<file path="src/rtl/d8m_sensor_emulator.sv">
// Synthetic raw-sensor source: emits FVAL/LVAL-framed 12-bit pixels with
// programmable geometry and deterministic test patterns on the pixel clock.
module d8m_sensor_emulator #(
  parameter int H_ACTIVE  = 640,
  parameter int H_BLANK   = 160,
  parameter int V_ACTIVE  = 480,
  parameter int V_BLANK   = 2000,
  parameter int FV_LV_GAP = 4
) (
  input  logic        clk,
  input  logic        reset_n,
  input  logic        enable,
  input  logic [1:0]  pattern_sel,
  output logic [11:0] D,
  output logic        FVAL,
  output logic        LVAL,
  output logic        frame_start,
  output logic [15:0] frame_count
);

  typedef enum logic [2:0] {
    S_IDLE,
    S_FV_LEAD,
    S_LINE,
    S_HBLANK,
    S_FV_TRAIL,
    S_VBLANK
  } state_t;

  localparam logic [15:0] GAP_LAST = 16'(FV_LV_GAP - 1);
  localparam logic [15:0] HB_LAST  = 16'(H_BLANK - 1);
  localparam logic [15:0] VB_LAST  = 16'(V_BLANK - 1);
  localparam logic [15:0] Y_LAST   = 16'(V_ACTIVE - 1);
  localparam logic [11:0] X_LAST   = 12'(H_ACTIVE - 1);
  localparam logic [11:0] BAR_LAST = 12'(H_ACTIVE / 8 - 1);

  state_t      state_q, state_d;
  logic [15:0] cnt_q, cnt_d;
  logic [11:0] x_q, x_d;
  logic [15:0] y_q, y_d;
  logic [2:0]  bar_q, bar_d;
  logic [11:0] bar_cnt_q, bar_cnt_d;
  logic [1:0]  sel_q, sel_d;
  logic [11:0] fill_q, fill_d;
  logic [15:0] fcnt_q, fcnt_d;

  logic [11:0] pix;
  logic [11:0] d_q, d_d;
  logic        fval_q, fval_d;
  logic        lval_q, lval_d;
  logic        frame_start_q, frame_start_d;
  logic [15:0] frame_count_q, frame_count_d;

  // Frame sequencer: cnt_q times the gap/blank phases, x/y walk the active area
  always_comb begin
    state_d   = state_q;
    cnt_d     = cnt_q;
    x_d       = x_q;
    y_d       = y_q;
    bar_d     = bar_q;
    bar_cnt_d = bar_cnt_q;
    sel_d     = sel_q;
    fill_d    = fill_q;
    fcnt_d    = fcnt_q;
    case (state_q)
      S_IDLE: begin
        if (enable) begin
          state_d = S_FV_LEAD;
          cnt_d   = '0;
          sel_d   = pattern_sel;
          fill_d  = fcnt_q[11:0];
        end
      end
      S_FV_LEAD: begin
        if (cnt_q == GAP_LAST) begin
          state_d   = S_LINE;
          cnt_d     = '0;
          x_d       = '0;
          y_d       = '0;
          bar_d     = '0;
          bar_cnt_d = '0;
        end else begin
          cnt_d = cnt_q + 16'd1;
        end
      end
      S_LINE: begin
        // Bar index advances every H_ACTIVE/8 pixels without a divider
        if (bar_cnt_q == BAR_LAST) begin
          bar_cnt_d = '0;
          bar_d     = bar_q + 3'd1;
        end else begin
          bar_cnt_d = bar_cnt_q + 12'd1;
        end
        if (x_q == X_LAST) begin
          cnt_d   = '0;
          state_d = (y_q == Y_LAST) ? S_FV_TRAIL : S_HBLANK;
        end else begin
          x_d = x_q + 12'd1;
        end
      end
      S_HBLANK: begin
        if (cnt_q == HB_LAST) begin
          state_d   = S_LINE;
          cnt_d     = '0;
          x_d       = '0;
          y_d       = y_q + 16'd1;
          bar_d     = '0;
          bar_cnt_d = '0;
        end else begin
          cnt_d = cnt_q + 16'd1;
        end
      end
      S_FV_TRAIL: begin
        if (cnt_q == GAP_LAST) begin
          state_d = S_VBLANK;
          cnt_d   = '0;
          fcnt_d  = fcnt_q + 16'd1;
        end else begin
          cnt_d = cnt_q + 16'd1;
        end
      end
      S_VBLANK: begin
        if (cnt_q == VB_LAST) begin
          cnt_d = '0;
          if (enable) begin
            state_d = S_FV_LEAD;
            sel_d   = pattern_sel;
            fill_d  = fcnt_q[11:0];
          end else begin
            state_d = S_IDLE;
          end
        end else begin
          cnt_d = cnt_q + 16'd1;
        end
      end
      default: state_d = S_IDLE;
    endcase
  end

  // Output stage: every port is a flop decoded from the sequencer state
  always_comb begin
    case (sel_q)
      2'd0:    pix = x_q;
      2'd1:    pix = {bar_q, 9'h000};
      2'd2:    pix = (x_q[3] ^ y_q[3]) ? 12'hFFF : 12'h000;
      default: pix = fill_q;
    endcase
    lval_d        = (state_q == S_LINE);
    d_d           = lval_d ? pix : 12'h000;
    fval_d        = (state_q == S_FV_LEAD) || (state_q == S_LINE) ||
                    (state_q == S_HBLANK)  || (state_q == S_FV_TRAIL);
    frame_start_d = (state_q == S_FV_LEAD) && (cnt_q == 16'd0);
    frame_count_d = fcnt_q;
  end

  always_ff @(posedge clk or negedge reset_n) begin
    if (!reset_n) begin
      state_q       <= S_IDLE;
      cnt_q         <= '0;
      x_q           <= '0;
      y_q           <= '0;
      bar_q         <= '0;
      bar_cnt_q     <= '0;
      sel_q         <= '0;
      fill_q        <= '0;
      fcnt_q        <= '0;
      d_q           <= '0;
      fval_q        <= 1'b0;
      lval_q        <= 1'b0;
      frame_start_q <= 1'b0;
      frame_count_q <= '0;
    end else begin
      state_q       <= state_d;
      cnt_q         <= cnt_d;
      x_q           <= x_d;
      y_q           <= y_d;
      bar_q         <= bar_d;
      bar_cnt_q     <= bar_cnt_d;
      sel_q         <= sel_d;
      fill_q        <= fill_d;
      fcnt_q        <= fcnt_d;
      d_q           <= d_d;
      fval_q        <= fval_d;
      lval_q        <= lval_d;
      frame_start_q <= frame_start_d;
      frame_count_q <= frame_count_d;
    end
  end

  assign D           = d_q;
  assign FVAL        = fval_q;
  assign LVAL        = lval_q;
  assign frame_start = frame_start_q;
  assign frame_count = frame_count_q;

endmodule

</file>
<file path="config.mk">
export PLATFORM = sky130hd
export DESIGN_NAME = d8m_sensor_emulator
export DESIGN_NICKNAME = d
export VERILOG_FILES = /design/src/rtl/d8m_sensor_emulator.sv
export SDC_FILE = /design/constraint.sdc
export NUM_CORES = 1
export LEC_CHECK = 0
export CAP_MARGIN = 0
export CORE_UTILIZATION = 64
export DETAILED_ROUTE_END_ITERATION = 8
export GPL_ROUTABILITY_DRIVEN = 0
export GPL_TIMING_DRIVEN = 0
export HOLD_SLACK_MARGIN = 0.03
export PLACE_DENSITY = 0.87
export SLEW_MARGIN = 20
export SYNTH_ARGS = -nofsm -noshare
export SYNTH_HDL_FRONTEND = slang
export SYNTH_SLANG_ARGS = --single-unit
</file>
<file path="constraint.sdc">
create_clock -name clk -period 6.64 [get_ports clk]
set_input_delay 1.328 -clock clk [delete_from_list [all_inputs] [get_ports clk]]
set_output_delay 1.328 -clock clk [all_outputs]
set_load 0.01 [all_outputs]
</file>
==> results by group, run 1 <==
Run status
  • Status: complete, no violations

Finish
  • Share of cells above drive strength 1: 13.3%
  • Diode count: 0
  • Layout area overhead: 17.8%
  • Fin nets: 667

Critical path
  • Slowest stage cell on the critical path: clkdlybuf4s50_1
  • RR Endpoint: fcnt_q[9]$_DFFE_PN0P_
  • R2R Setup Slk: about 4.0 ns
  • Crit-path cells: clkdlybuf4s50_1, nor4_1, a21oi_1, o21ai_1, clkbuf_1, o21ai_0, o32ai_1
  • Worst r2r src: cnt_q[11]$_DFFE_PN0P_
  • CP Max Fanout: 10
  • Worst r2r path cells: 5
  • Max incr delay on CP: approximately 0.48 ns
  • Critical Path End Type: flip-flop
  • Startpoint types: input port
  • Kind of critical path: in2reg
  • CP arrival: 3.27 ns
  • Required @ worst endpoint: 7.07 ns

Floorplanning
  • Row cnt: 35
  • Die extent in y: 100 um
  • Placeable Area: a little over 9000 um2
  • Initial Utilization: 66.2%
  • Die width: 100 um
  • Full die area: 9990 um2
  • Number of I/O pins: 36

Pwr
  • Power share of the combinational group: under 10%
  • Net Sw Power: 373 uW
  • P_int: 1.25 mW
  • Clock network power share: 52.8%
  • Share of power burned in registers: 46.1%
  • Net Sw Frac: between 20 and 25%
  • PD cells: between 200 and 250 nW/um2
  • Total Power: 1.63 mW
  • Max VDD drop: 0.271 mV
  • Leakage: about 3.1 nW

Min path
  • Type of the tightest min-delay check: reg2reg
  • Worst hold stages: 0
  • Hold Startpoint: fcnt_q[12]$_DFFE_PN0P_
  • Worst hold endpoint: frame_count[12]$_DFF_PN0_

Placement
  • HPWL Detailed: 9810 um
  • Port Buffer Count: 35

Global route
  • Largest net degree at the start of global routing: 76
  • GRT overflow: 0
  • Total Routing Usage GR: approximately a third
  • First-pass GRT wire length: 24700 um
  • Vias in the first global route: ~5000
  • Antenna violations before repair: 0

Synthesis
  • Async S/R FF share, synth: between 90% and 100%
  • Post-synth top flop: dfrtp_1
  • Yosys reg bits: 123
  • Register area share after synthesis: 50.1%
  • Synth unique cells: between 60 and 70
  • Syn Area/Cell: about 10 um2
  • Ys Warns: 0
  • Mapped Cells: 600
  • Mapped cell area: 6140 um2
  • EDFF count, synth: 0
  • Net count after synthesis: 612

Timing
  • Final setup fails: 0
  • Worst Tran Pin Value: 0.861 ns
  • Fin crit share: 42.8%
  • Clock skew: 0.00609 ns
  • Min Tclk post-route: 2.84 ns
  • Setup repair after global routing missed its margin: false
  • Slew HR: 42.1%
  • Slew Viols, Final: 0
  • FMAX: about 350 MHz
  • Fin Hold WS: 0.418 ns
  • TNS Setup: 0 ns
  • Final Hold Fails: 0

Clock network
  • Postcts setup bufs: 0
  • Hold Buf Count CTS: 0
  • Clock tree buffer depth: 2
  • CTS clk-pin slew, worst paths: ~0.06 ns
  • H-tree depth: 4
  • CTS root buf: clkbuf_8
  • Worst skew pair latency: 0.53 ns
  • CTS tree: built
  • # clock sinks: 123
  • CTS resizes: 0
  • CTS buffer count: 17

Run
  • MaxCap Viol Count: 0

Route
  • Drt first pass iters: 5
  • Vias per Instance: roughly 6.5
  • Final wirelength: between 15000 and 20000 um
  • Starting DRT DRC Count: 397
  • Wirelength per Cell: 18.9 um
  • DR vias: 5162
  • Routed Antenna Nets: 0
  • DRC violations left: 0
==> kinds of logic after synthesis <==
group | after synthesis | synth area share [%]
compound gates | 123 | 12.8
buf+inv | 40 | 3.16
fa+ha+maj | 7 | 1.43
flops | 123 | 50.1
simple gates | 249 | 23.3
mux | 31 | 5.38
xor+xnor | 27 | 3.85
==> cells in the final DEF, fill, tap and decap left out, types with 4 or more instances in the layout <==
master / netlist / routed
nand2_1: 54 / 54
buf_2: 14 / 14
dfrtp_1: 123 / 123
xnor2_1: 10 / 10
xor2_1: 17 / 17
o31ai_1: 12 / 12
mux2_2: 16 / 16
nor4_1: 8 / 8
a31oi_1: 15 / 15
clkbuf_1: 8 / 8
a22oi_1: 9 / 9
nand2b_1: 15 / 15
clkbuf_16: 0 / 16
a21oi_1: 29 / 29
clkdlybuf4s50_1: 0 / 34
and3_1: 14 / 14
nand4_1: 15 / 15
nor2_1: 34 / 34
clkinv_4: 0 / 4
buf_6: 3 / 4
inv_6: 0 / 5
nand3_1: 38 / 38
o21ai_0: 28 / 28
inv_1: 12 / 12
nor2b_1: 4 / 4
mux2i_1: 15 / 15
nor3_1: 17 / 17
and2_1: 12 / 12
ha_1: 7 / 7
or4_1: 9 / 9
==> cells in the mapped netlist (10+ instances only) <==
cell        n  share of area (%)
inv_1      12               0.73
mux2_2     16                2.9
and3_1     14                1.4
mux2i_1    15                2.4
nand4_1    15                1.5
a21oi_1    29                2.4
nand2_1    54                3.3
nand2b_1   15                1.5
buf_2      14                1.1
nor3_1     17                1.4
and2_1     12                1.2
xnor2_1    10                1.4
dfrtp_1   123                 50
a31oi_1    15                1.5
nor2_1     34                2.1
o21ai_0    28                2.3
nand3_1    38                3.1
o31ai_1    12                1.5
xor2_1     17                2.4
==> state kept, by name, indices dropped and copies added (netlist names) <==
signal / flops
cnt_q: 16
fcnt_q: 16
frame_count: 16
y_q: 16
D: 12
bar_cnt_q: 12
fill_q: 12
x_q: 12
bar_q: 3
state_q: 3
sel_q: 2
FVAL: 1
LVAL: 1
frame_start: 1
==> worst max-delay path by stage <==
| stage | slack [ns] | from | to | depth (start not counted) |
|---|---|---|---|---|
| finish | 3.80 | enable | cnt_q[7]$_DFFE_PN0P_ | 7 |
| global route | 3.75 | enable | cnt_q[12]$_DFFE_PN0P_ | 7 |
| CTS | 3.88 | frame_count[14]$_DFF_PN0_ | frame_count[14] | 1 |
| detailed placement | 3.34 | enable | cnt_q[10]$_DFFE_PN0P_ | 7 |
| global placement | -0.33 | reset_n | fcnt_q[13]$_DFFE_PN0P_ | 1 |
| floorplan | 4.22 | enable | cnt_q[3]$_DFFE_PN0P_ | 6 |
==> per-stage QoR <==
step,cell area (um2),worst slack [ns],utilization (%),std cells
final,7240,3.80,77.9,797
after global routing,7240,3.75,77.9,797
after CTS,7240,3.88,77.9,797
after detailed placement,6680,3.34,72.0,765
after global placement,6650,-0.331,71.7,764
after floorplan,6140,4.22,-,600
==> layout make-up <==
cell class / count / area, um2
fill: 592 / 2050
clock buffer: 17 / 414
multi-input combinational: 437 / 2870
inverter: 13 / 48.8
sequential: 123 / 3080
timing repair buffer: 36 / 379
tap: 129 / 161
clock inverter: 15 / 139
buffer: 27 / 145
==> per-layer routing <==
layer | up-vias | GRT usage, % | routed length (um) | share of wire [%]
met3 | 50 | 7.73 | 799 | 5.3
met1 | 2568 | 41.4 | 6320 | 42
met4 | 0 | 14.1 | 419 | 2.8
met5 | - | 0 | 0 | 0
li1 | 2320 | - | - | -
met2 | 224 | 52.8 | 7530 | 50
==> power by group through the flow <==
stage	Sequential, mW	Clock [mW]	Combinational, mW
CTS	0.750	0.866	0.0194
global route	0.749	0.903	0.0219
floorplan	0.763	0	0.0000238
finish	0.750	0.859	0.0185
global placement	0.764	0	0.0170
detailed placement	0.763	0	0.0194
==> critical path: cells and delay by family <==
family          cells  cell delay, ns
compound gates      4            0.83
buf+inv             2            0.92
simple gates        1            0.19
(Power assumes the default switching activity.)
==> run 2: changes to the inputs <==
--- a/config.mk
+++ b/config.mk
@@ -6,12 +6,12 @@
 export NUM_CORES = 1
 export LEC_CHECK = 0
 export CAP_MARGIN = 0
-export CORE_UTILIZATION = 64
+export CORE_UTILIZATION = 60
 export DETAILED_ROUTE_END_ITERATION = 8
 export GPL_ROUTABILITY_DRIVEN = 0
 export GPL_TIMING_DRIVEN = 0
 export HOLD_SLACK_MARGIN = 0.03
-export PLACE_DENSITY = 0.87
+export PLACE_DENSITY = 0.82
 export SLEW_MARGIN = 20
 export SYNTH_ARGS = -nofsm -noshare
 export SYNTH_HDL_FRONTEND = slang
==> constraint.sdc (replaced) <==
create_clock -name clk -period 2.9 [get_ports clk]
set_input_delay 0.58 -clock clk [delete_from_list [all_inputs] [get_ports clk]]
set_output_delay 0.58 -clock clk [all_outputs]
set_load 0.01 [all_outputs]
==> results by group, run 2 (synthesized netlist as in run 1, its figures left out) <==
Timing
  • Clock skew: 0.00607 ns
  • Min Tclk post-route: 2.67 ns
  • FMAX: 375 MHz
  • Final setup fails: 0
  • Fin crit share: between 90% and 100%
  • Final Hold Fails: 0
  • Setup repair after global routing missed its margin: false
  • Slew HR: 46.5%
  • Worst Tran Pin Value: about 0.8 ns
  • Fin Hold WS: roughly 0.057 ns
  • Slew Viols, Final: 0

Global route
  • Met3 usage: under 10%
  • First-pass GRT wire length: 25100 um
  • Global route hottest layer: met2
  • Antenna violations before repair: 0
  • Vias in the first global route: 5106
  • GRT met1 Usage: 38.6%
  • Total Routing Usage GR: 31.7%
  • Largest net degree at the start of global routing: 68
  • GRT overflow: 0
  • Met2 GRT Util: 54.7%

Min path
  • Type of the tightest min-delay check: in2async

Finish
  • Share of cells above drive strength 1: between 10% and 20%
  • Fin nets: 667
  • Non-Filler Instances: 801
  • Most frequent cells in the layout: dfrtp_1, nand2_1, nand3_1
  • Register area: 3080 um2
  • Fillers: 619
  • Design area: ~7300 um2
  • Diode count: 0
  • Layout area overhead: 19.0%
  • Multi-input gate area: approximately 2900 um2
  • Commonest non-fill, non-tap cell in the layout: dfrtp_1

Placement
  • Post-placement cell area: approximately 6700 um2
  • Port Buffer Count: 35
  • HPWL Detailed: 9900 um
  • Placed Instances: 769

Pwr
  • Leakage: 3.16 nW
  • Max VDD drop: 0.558 mV
  • PD cells: approximately 550 nW/um2

Critical path
  • CP arrival: 3.12 ns
  • Worst r2r src: cnt_q[1]$_DFFE_PN0P_
  • CP Max Fanout: 10
  • R2R Setup Slk: 0.23 ns
  • Worst r2r path cells: 6
  • Critical Path End Type: flip-flop
  • RR Endpoint: x_q[2]$_DFFE_PN0P_
  • Startpoint types: flip-flop
  • Required @ worst endpoint: 3.35 ns
  • Kind of critical path: reg2reg

Route
  • Starting DRT DRC Count: 393
  • Final wirelength: 15800 um
  • Routed Antenna Nets: 0
  • DR vias: 5181
  • DRC violations left: 0
  • Drt first pass iters: 5
  • Wirelength per Cell: 19.7 um
  • Vias per Instance: 6.47

Floorplanning
  • Die width: 103 um
  • Placeable Area: 9860 um2
  • Initial Utilization: around 62%
  • Row cnt: 36
  • Number of I/O pins: 36
  • Full die area: 10600 um2
  • Die extent in y: 103 um

Clock network
  • CTS tree: built
  • Worst skew pair latency: 0.53 ns
  • # clock sinks: 123
  • Clock tree buffer depth: 2
  • CTS clk-pin slew, worst paths: 0.06 ns
  • Postcts setup bufs: 0
  • H-tree depth: 4
  • CTS buffer count: 17
  • CTS root buf: clkbuf_8
  • Hold Buf Count CTS: 0
  • CTS resizes: 0

Run
  • MaxCap Viol Count: 0

Run status
  • Status: complete, no violations
[run 2: cell count changes in the layout (fill, tap and decap cells not counted), sizes merged]
cell	change
clkinv	-4
bufinv	+3
clkbuf	+3
inv	-2
[run 2: layer usage]
| layer | vias to the layer above | part of all wire (%) |
|---|---|---|
| met4 | 0 | 2.8 |
| met3 | 49 | 5.5 |
| li1 | 2324 | - |
| met1 | 2573 | 41 |
| met2 | 235 | 51 |
| met5 | - | 0 |
[run 2: how the worst max path moves through the flow]
stage / from / end / slack, ns / cells past startpoint
floorplan: cnt_q[0]$_DFFE_PN0P_ / bar_q[0]$_DFFE_PN0P_ / 0.73 / 6
global placement: reset_n / fcnt_q[15]$_DFFE_PN0P_ / -3.35 / 1
detailed placement: enable / cnt_q[10]$_DFFE_PN0P_ / 0.24 / 7
CTS: cnt_q[11]$_DFFE_PN0P_ / fcnt_q[15]$_DFFE_PN0P_ / 0.28 / 5
global route: cnt_q[11]$_DFFE_PN0P_ / fcnt_q[15]$_DFFE_PN0P_ / 0.08 / 5
finish: cnt_q[1]$_DFFE_PN0P_ / x_q[2]$_DFFE_PN0P_ / 0.23 / 6
[run 2: cell type report]
class | instances | share of cell area (%)
Sequential cell | 123 | 42.1
Multi-Input combinational cell | 437 | 39.3
Clock buffer | 20 | 5.96
Timing Repair Buffer | 36 | 5.19
Clock inverter | 12 | 2.57
Tap cell | 133 | 2.28
Buffer | 27 | 1.99
Inverter | 13 | 0.667
[run 2: worst max-delay path: stages, from the launching register on]
cell	delay, ns
dfrtp_1	0.42
ha_1	0.34
nand3b_1	0.26
nor4b_4	0.59
o21ai_1	0.43
a21boi_0	0.34
mux2i_1	0.21
[run 2: power by group]
part	internal [mW]	switching [mW]	total, mW
logic	0.00878	0.0347	0.0435
clock network	1.43	0.803	2.23
registers	1.72	0	1.72
[run 2: through the flow]
step	utilization (%)	setup WS, ns	total power [mW]	setup TNS (ns)
after global routing	74.1	0.0833	4.08	0
after floorplan	-	0.731	1.75	0
after detailed placement	67.8	0.235	1.79	0
final	74.1	0.233	3.99	0
after CTS	74.1	0.278	4.00	0
after global placement	67.5	-3.35	1.79	-411.15
